--- config.mk ---
export PLATFORM = sky130hd
export DESIGN_NAME = xbus_dma_master
export DESIGN_NICKNAME = d
export VERILOG_FILES = /design/src/rtl/xbus_dma_master.sv
export SDC_FILE = /design/constraint.sdc
export NUM_CORES = 1
export LEC_CHECK = 0
export ABC_AREA = 1
export BUFFER_PORTS_ARGS = -buffer_cell sky130_fd_sc_hd__buf_2
export CORE_MARGIN = 3
export CORE_UTILIZATION = 54
export CTS_CLUSTER_SIZE = 24
export DETAILED_ROUTE_END_ITERATION = 10
export PLACE_DENSITY = 0.95
export SYNTH_ARGS = -nofsm -noshare
export SYNTH_HDL_FRONTEND = slang
export SYNTH_SLANG_ARGS = --single-unit
--- constraint.sdc ---
create_clock -name clk -period 2.6 [get_ports clk]
set_input_delay 0.39 -clock clk [delete_from_list [all_inputs] [get_ports clk]]
set_output_delay 0.39 -clock clk [all_outputs]
set_load 0.01 [all_outputs]
--- src/rtl/xbus_dma_master.sv ---
// xbus bus-master DMA engine: moves a block of words between a local word port
// and dram, releasing the bus after every word so CPU cycles can interleave.
module xbus_dma_master #(
    parameter int TIMEOUT = 31,
    parameter int CNT_W   = 16
) (
    input  logic             clk,
    input  logic             reset,
    input  logic             start,
    input  logic             dir,
    input  logic [21:0]      base,
    input  logic [CNT_W-1:0] count,
    input  logic             abort,
    output logic             busy,
    output logic             done,
    output logic             err,
    input  logic [31:0]      wr_data,
    input  logic             wr_valid,
    output logic             wr_pop,
    output logic [31:0]      rd_data,
    output logic             rd_valid,
    output logic             busreqout,
    input  logic             busgrantin,
    output logic [21:0]      addrout,
    output logic [31:0]      dataout,
    input  logic [31:0]      datain,
    output logic             reqout,
    output logic             writeout,
    input  logic             ackin,
    input  logic             decodein
);
    localparam int TMO_W = $clog2(TIMEOUT + 1);

    typedef enum logic [2:0] {S_IDLE, S_ARB, S_REQ, S_REL, S_DONE} state_t;

    state_t           state, state_nxt;
    logic [21:0]      addr;
    logic [CNT_W-1:0] cnt;
    logic             dir_r;
    logic             word_rdy;
    logic             abort_pend;
    logic [TMO_W-1:0] tmo;
    logic [31:0]      dataout_r;
    logic [31:0]      rd_data_r;
    logic             rd_valid_r;
    logic             err_r;

    logic arb_req;
    logic pop;
    logic ack_take;
    logic tmo_hit;

    // decode-in is informational only; it never gates a bus cycle
    logic unused_decode;
    assign unused_decode = decodein;

    // A write word must be in hand before the bus is requested for it
    always_comb begin
        arb_req   = (state == S_ARB) && (!dir_r || word_rdy || wr_valid);
        pop       = (state == S_ARB) && dir_r && !word_rdy && wr_valid;
        ack_take  = (state == S_REQ) && ackin;
        tmo_hit   = (state == S_REQ) && !ackin && (tmo == TMO_W'(TIMEOUT - 1));
        state_nxt = state;
        case (state)
            S_IDLE: begin
                if (start) state_nxt = (count == '0) ? S_DONE : S_ARB;
            end
            S_ARB: begin
                if (!arb_req && abort)          state_nxt = S_DONE;
                else if (arb_req && busgrantin) state_nxt = S_REQ;
            end
            S_REQ: begin
                if (ackin)        state_nxt = S_REL;
                else if (tmo_hit) state_nxt = S_DONE;
            end
            S_REL: begin
                state_nxt = (cnt == '0 || abort_pend || abort) ? S_DONE : S_ARB;
            end
            S_DONE:  state_nxt = S_IDLE;
            default: state_nxt = S_IDLE;
        endcase
    end

    always_ff @(posedge clk) begin
        if (reset) begin
            state      <= S_IDLE;
            addr       <= '0;
            cnt        <= '0;
            dir_r      <= 1'b0;
            word_rdy   <= 1'b0;
            abort_pend <= 1'b0;
            tmo        <= '0;
            dataout_r  <= '0;
            rd_data_r  <= '0;
            rd_valid_r <= 1'b0;
            err_r      <= 1'b0;
        end else begin
            state      <= state_nxt;
            rd_valid_r <= 1'b0;
            if (state == S_IDLE && start) begin
                addr       <= base;
                cnt        <= count;
                dir_r      <= dir;
                err_r      <= 1'b0;
                abort_pend <= 1'b0;
                word_rdy   <= 1'b0;
            end
            if (pop) begin
                dataout_r <= wr_data;
                word_rdy  <= 1'b1;
            end
            // An abort arriving mid-word is held until the word has finished
            if ((state == S_ARB || state == S_REQ || state == S_REL) && abort)
                abort_pend <= 1'b1;
            if (state == S_REQ) tmo <= tmo + 1'b1;
            else                tmo <= '0;
            if (ack_take) begin
                word_rdy <= 1'b0;
                addr     <= addr + 22'd1;
                cnt      <= cnt - 1'b1;
                if (!dir_r) begin
                    rd_data_r  <= datain;
                    rd_valid_r <= 1'b1;
                end
            end
            if (tmo_hit) begin
                err_r    <= 1'b1;
                word_rdy <= 1'b0;
            end
        end
    end

    assign busy      = (state != S_IDLE);
    assign done      = (state == S_DONE);
    assign err       = err_r;
    assign wr_pop    = pop;
    assign rd_data   = rd_data_r;
    assign rd_valid  = rd_valid_r;
    assign busreqout = arb_req || (state == S_REQ);
    assign reqout    = (state == S_REQ);
    assign writeout  = (state == S_REQ) && dir_r;
    assign addrout   = addr;
    assign dataout   = dataout_r;

endmodule

==> results.py <==
metrics = {
    "grt": {
        "grt.overflow.total": 0,
        "grt_pass1_vias": 5514,
        "antenna_found_initial": 1,
        "globalRouteTotalUtil_pct": 26.97,
        "grt_max_degree": 73,
        "grt_first_pass_wirelength_mm": 25.31,
    },
    "clock_network": {
        "ctsHtreeMaxLevel": 4,
        "cts_buffers": 17,
        "cts_hold_buf": 0,
        "clkSinkCount": 115,
        "clockBufferDepth": 2,
        "cts_root_buf": "clkbuf_8",
        "clkLatencyLatePin_ns": 0.51,
        "clk_pin_slew_ns": 0.06,
        "post_cts_buffers": 0,
        "cts_tree": "yes",
        "cts_resized": 0,
    },
    "min_path": {
        "hold_path.startpoint": "wr_data[15]",
        "hp-class": "input port to flop",
        "holdPathStages": 3,
    },
    "final_layout": {
        "fin_cells": 1161,
        "antenna_cells": 0,
        "syn_to_final_growth_pct": 28.78,
        "nets": 1130,
        "drive_above_1_share_pct": 25.88,
    },
    "logic_synthesis": {
        "syn-num-nets": 938,
        "synth_flop_cell": "dfxtp_1",
        "synth_top_area_share_pct": 41.31,
        "synth_warnings": 0,
        "synth.yosys.seq_area_share_pct": 41.31,
        "synth_seq_cells": 115,
        "yosysUniqueCellTypes": 37,
        "synth_edf_count": 0,
        "avgSynthCellArea_sq_um": 6.771,
        "yosys-top-cells-area": "dfxtp_1 (41%), nand2_1 (13%), nor2_1 (9.8%)",
        "async_flop_share_pct": 0,
        "synth_top_cells_by_count": "nand2_1 (189), nor2_1 (146), dfxtp_1 (115), nand3_1 (77), a21oi_1 (75)",
        "synth_top_area_cell": "dfxtp_1",
        "synthesis.area_sq_mm": 0.005573,
        "synth_cells": 823,
        "synth_most_common_cell": "nand2_1",
    },
    "timing": {
        "finalHoldViolCount": 0,
        "worst_slack_ns": 0.5127,
        "setup_viol": 0,
        "period_minus_slack_ns": 2.087,
        "tightestPinTransition_ns": 0.7368,
        "slew-limit-headroom_pct": 50.88,
        "skew_ns": 0.01103,
        "fin_crit_sh_pct": 80.28,
        "fmax_mhz": 479.1,
        "tns_ns": 0,
        "rsz0062_at_grt": "no",
        "slew_viol_final": 0,
    },
    "setup_path": {
        "path_delay_family": "buffers and inverters",
        "cp_data_required_time_ns": 2.21,
        "reg2reg_from": "addrout[0]",
        "crit_path_top_delay_cell": "clkinv_1",
        "cp_max_fo": 18,
        "crit_cells": 3,
        "rr_worst_depth": 10,
        "crit_path_cell_trace": "clkinv_1 -> nor2_1 -> buf_2",
        "critPathLaunchType": "flop",
        "crit_type": "flop to primary output",
        "crit_buf_inv": 2,
        "arrival_ns": 1.70,
        "slowest_delay_ns": 0.44,
        "cp-end-kind": "primary output",
        "cp-startpoint": "dir_r",
    },
    "drt": {
        "drc": 0,
        "wirelength_mm": 15.71,
        "drt_iter0_markers": 451,
        "route.vias.total": 6142,
        "ant_nets": 0,
        "firstDrtPassIters": 5,
        "routedWlPerCell_microns": 13.53,
        "avgViaCountPerCell": 5.290,
    },
    "floorplanning": {
        "die_w_microns": 107.6,
        "start_util_pct": 56.24,
        "die_h_microns": 107.6,
        "design.core.area_sq_mm": 0.009910,
        "io_pins": 205,
        "die_area_sq_mm": 0.01157,
        "fp-row-count": 36,
    },
    "placement": {
        "hpwl_mm": 10.99,
        "dp_slack_ns": 0.7309,
        "routabilityCongestion": 0.9410,
        "placedCellCount": 1129,
        "portBuffers": 203,
    },
    "run": {
        "drv_cap": 0,
    },
    "outcome": {
        "outcome": "completed",
    },
    "power_and_ir_drop": {
        "p_per_area_mw_per_mm2": 875.7,
        "cellLeakagePower_nw": 3.191,
        "vdd.ir_drop.worst_mv": 0.6576,
    },
}
## cell usage in the layout, fill, tap and decap left out, drive strengths merged
cell type and n:
buf 213, nand2 194, nor2 150, dfxtp 115, nand3 77, a21oi 75, inv 62, o21ai 53
clkbuf 18, o21a 10, nand3b 8, or2 7, nand4 6, a31oi 5, nor3 5, o211ai 4
xor2 4, ha 4, clkinvlp 4, o21bai 3, o31ai 3, clkinv 3, o221ai 2, and2 1
xnor2 1, a211oi 1
## per-stage QoR
stage / hold WS, ns / area, sq um / utilization [%] / total power, mW
2_1_floorplan: 0.4300 / 5573 / - / 3.624
3_3_place_gp: 0.4444 / 6638 / 66.98 / 4.129
3_5_place_dp: 0.4491 / 6638 / 66.98 / 4.189
4_1_cts: 0.1075 / 7177 / 72.42 / 6.299
5_1_grt: 0.1158 / 7177 / 72.42 / 6.686
6_report: 0.1287 / 7177 / 72.42 / 6.285
## power by group
| group | total, mW | internal (mW) | leakage, nW | switching [mW] |
|---|---|---|---|---|
| logic | 1.91 | 0.697 | 2.00 | 1.21 |
| clock network | 2.11 | 1.20 | 0.255 | 0.905 |
| registers | 2.27 | 2.01 | 0.935 | 0.259 |
| total | 6.28 | 3.91 | 3.19 | 2.37 |
## registers in the layout, summed over array words and instances (netlist names)
name / flops
dataout: 32
rd_data: 32
addrout: 22
cnt: 16
tmo: 5
state: 3
abort_pend: 1
dir_r: 1
err: 1
rd_valid: 1
word_rdy: 1
## per-layer routing
layer	routed length [microns]	share of wire [%]	vias up	global-route usage (%)
met2	7567	48	279	44.67
met1	6334	40	2750	33.30
li1	-	-	3067	-
met3	1342	8.5	44	7.439
met5	11	0.070	-	0
met4	452	2.9	2	10.37
## path summary, 6_finish.rpt
check                                   end  slack, ns
worst max-delay path               writeout       0.51
worst min-delay path            dataout[15]       0.13
worst max register to register  addrout[12]       0.66
worst min register to register     word_rdy       0.46
## logic make-up after synthesis
| family | count (synthesis) | share of synthesized area (%) |
|---|---|---|
| adder cells (fa/ha/maj) | 4 | 0.8981 |
| flip-flops | 115 | 41.31 |
| AND/OR/NAND/NOR | 448 | 34.28 |
| XOR/XNOR | 5 | 0.7858 |
| buffers and inverters | 95 | 7.432 |
| AO/OA/AOI/OAI | 156 | 15.29 |
## layout make-up
type | instances | area [sq um]
clock buffer | 18 | 417.9
clock inverter | 14 | 121.4
fill | 847 | 2733
inverter | 55 | 209.0
multi-input combinational | 613 | 2856
sequential | 115 | 2302
tap | 133 | 166.4
timing repair buffer | 213 | 1104
## worst min-delay path, delay by kind of cell
kind	cells	cell delay [ns]
simple gates	1	0.07
compound gates	1	0.07
buf+inv	1	0.07
Note: power is estimated with default switching activity, not from simulation.
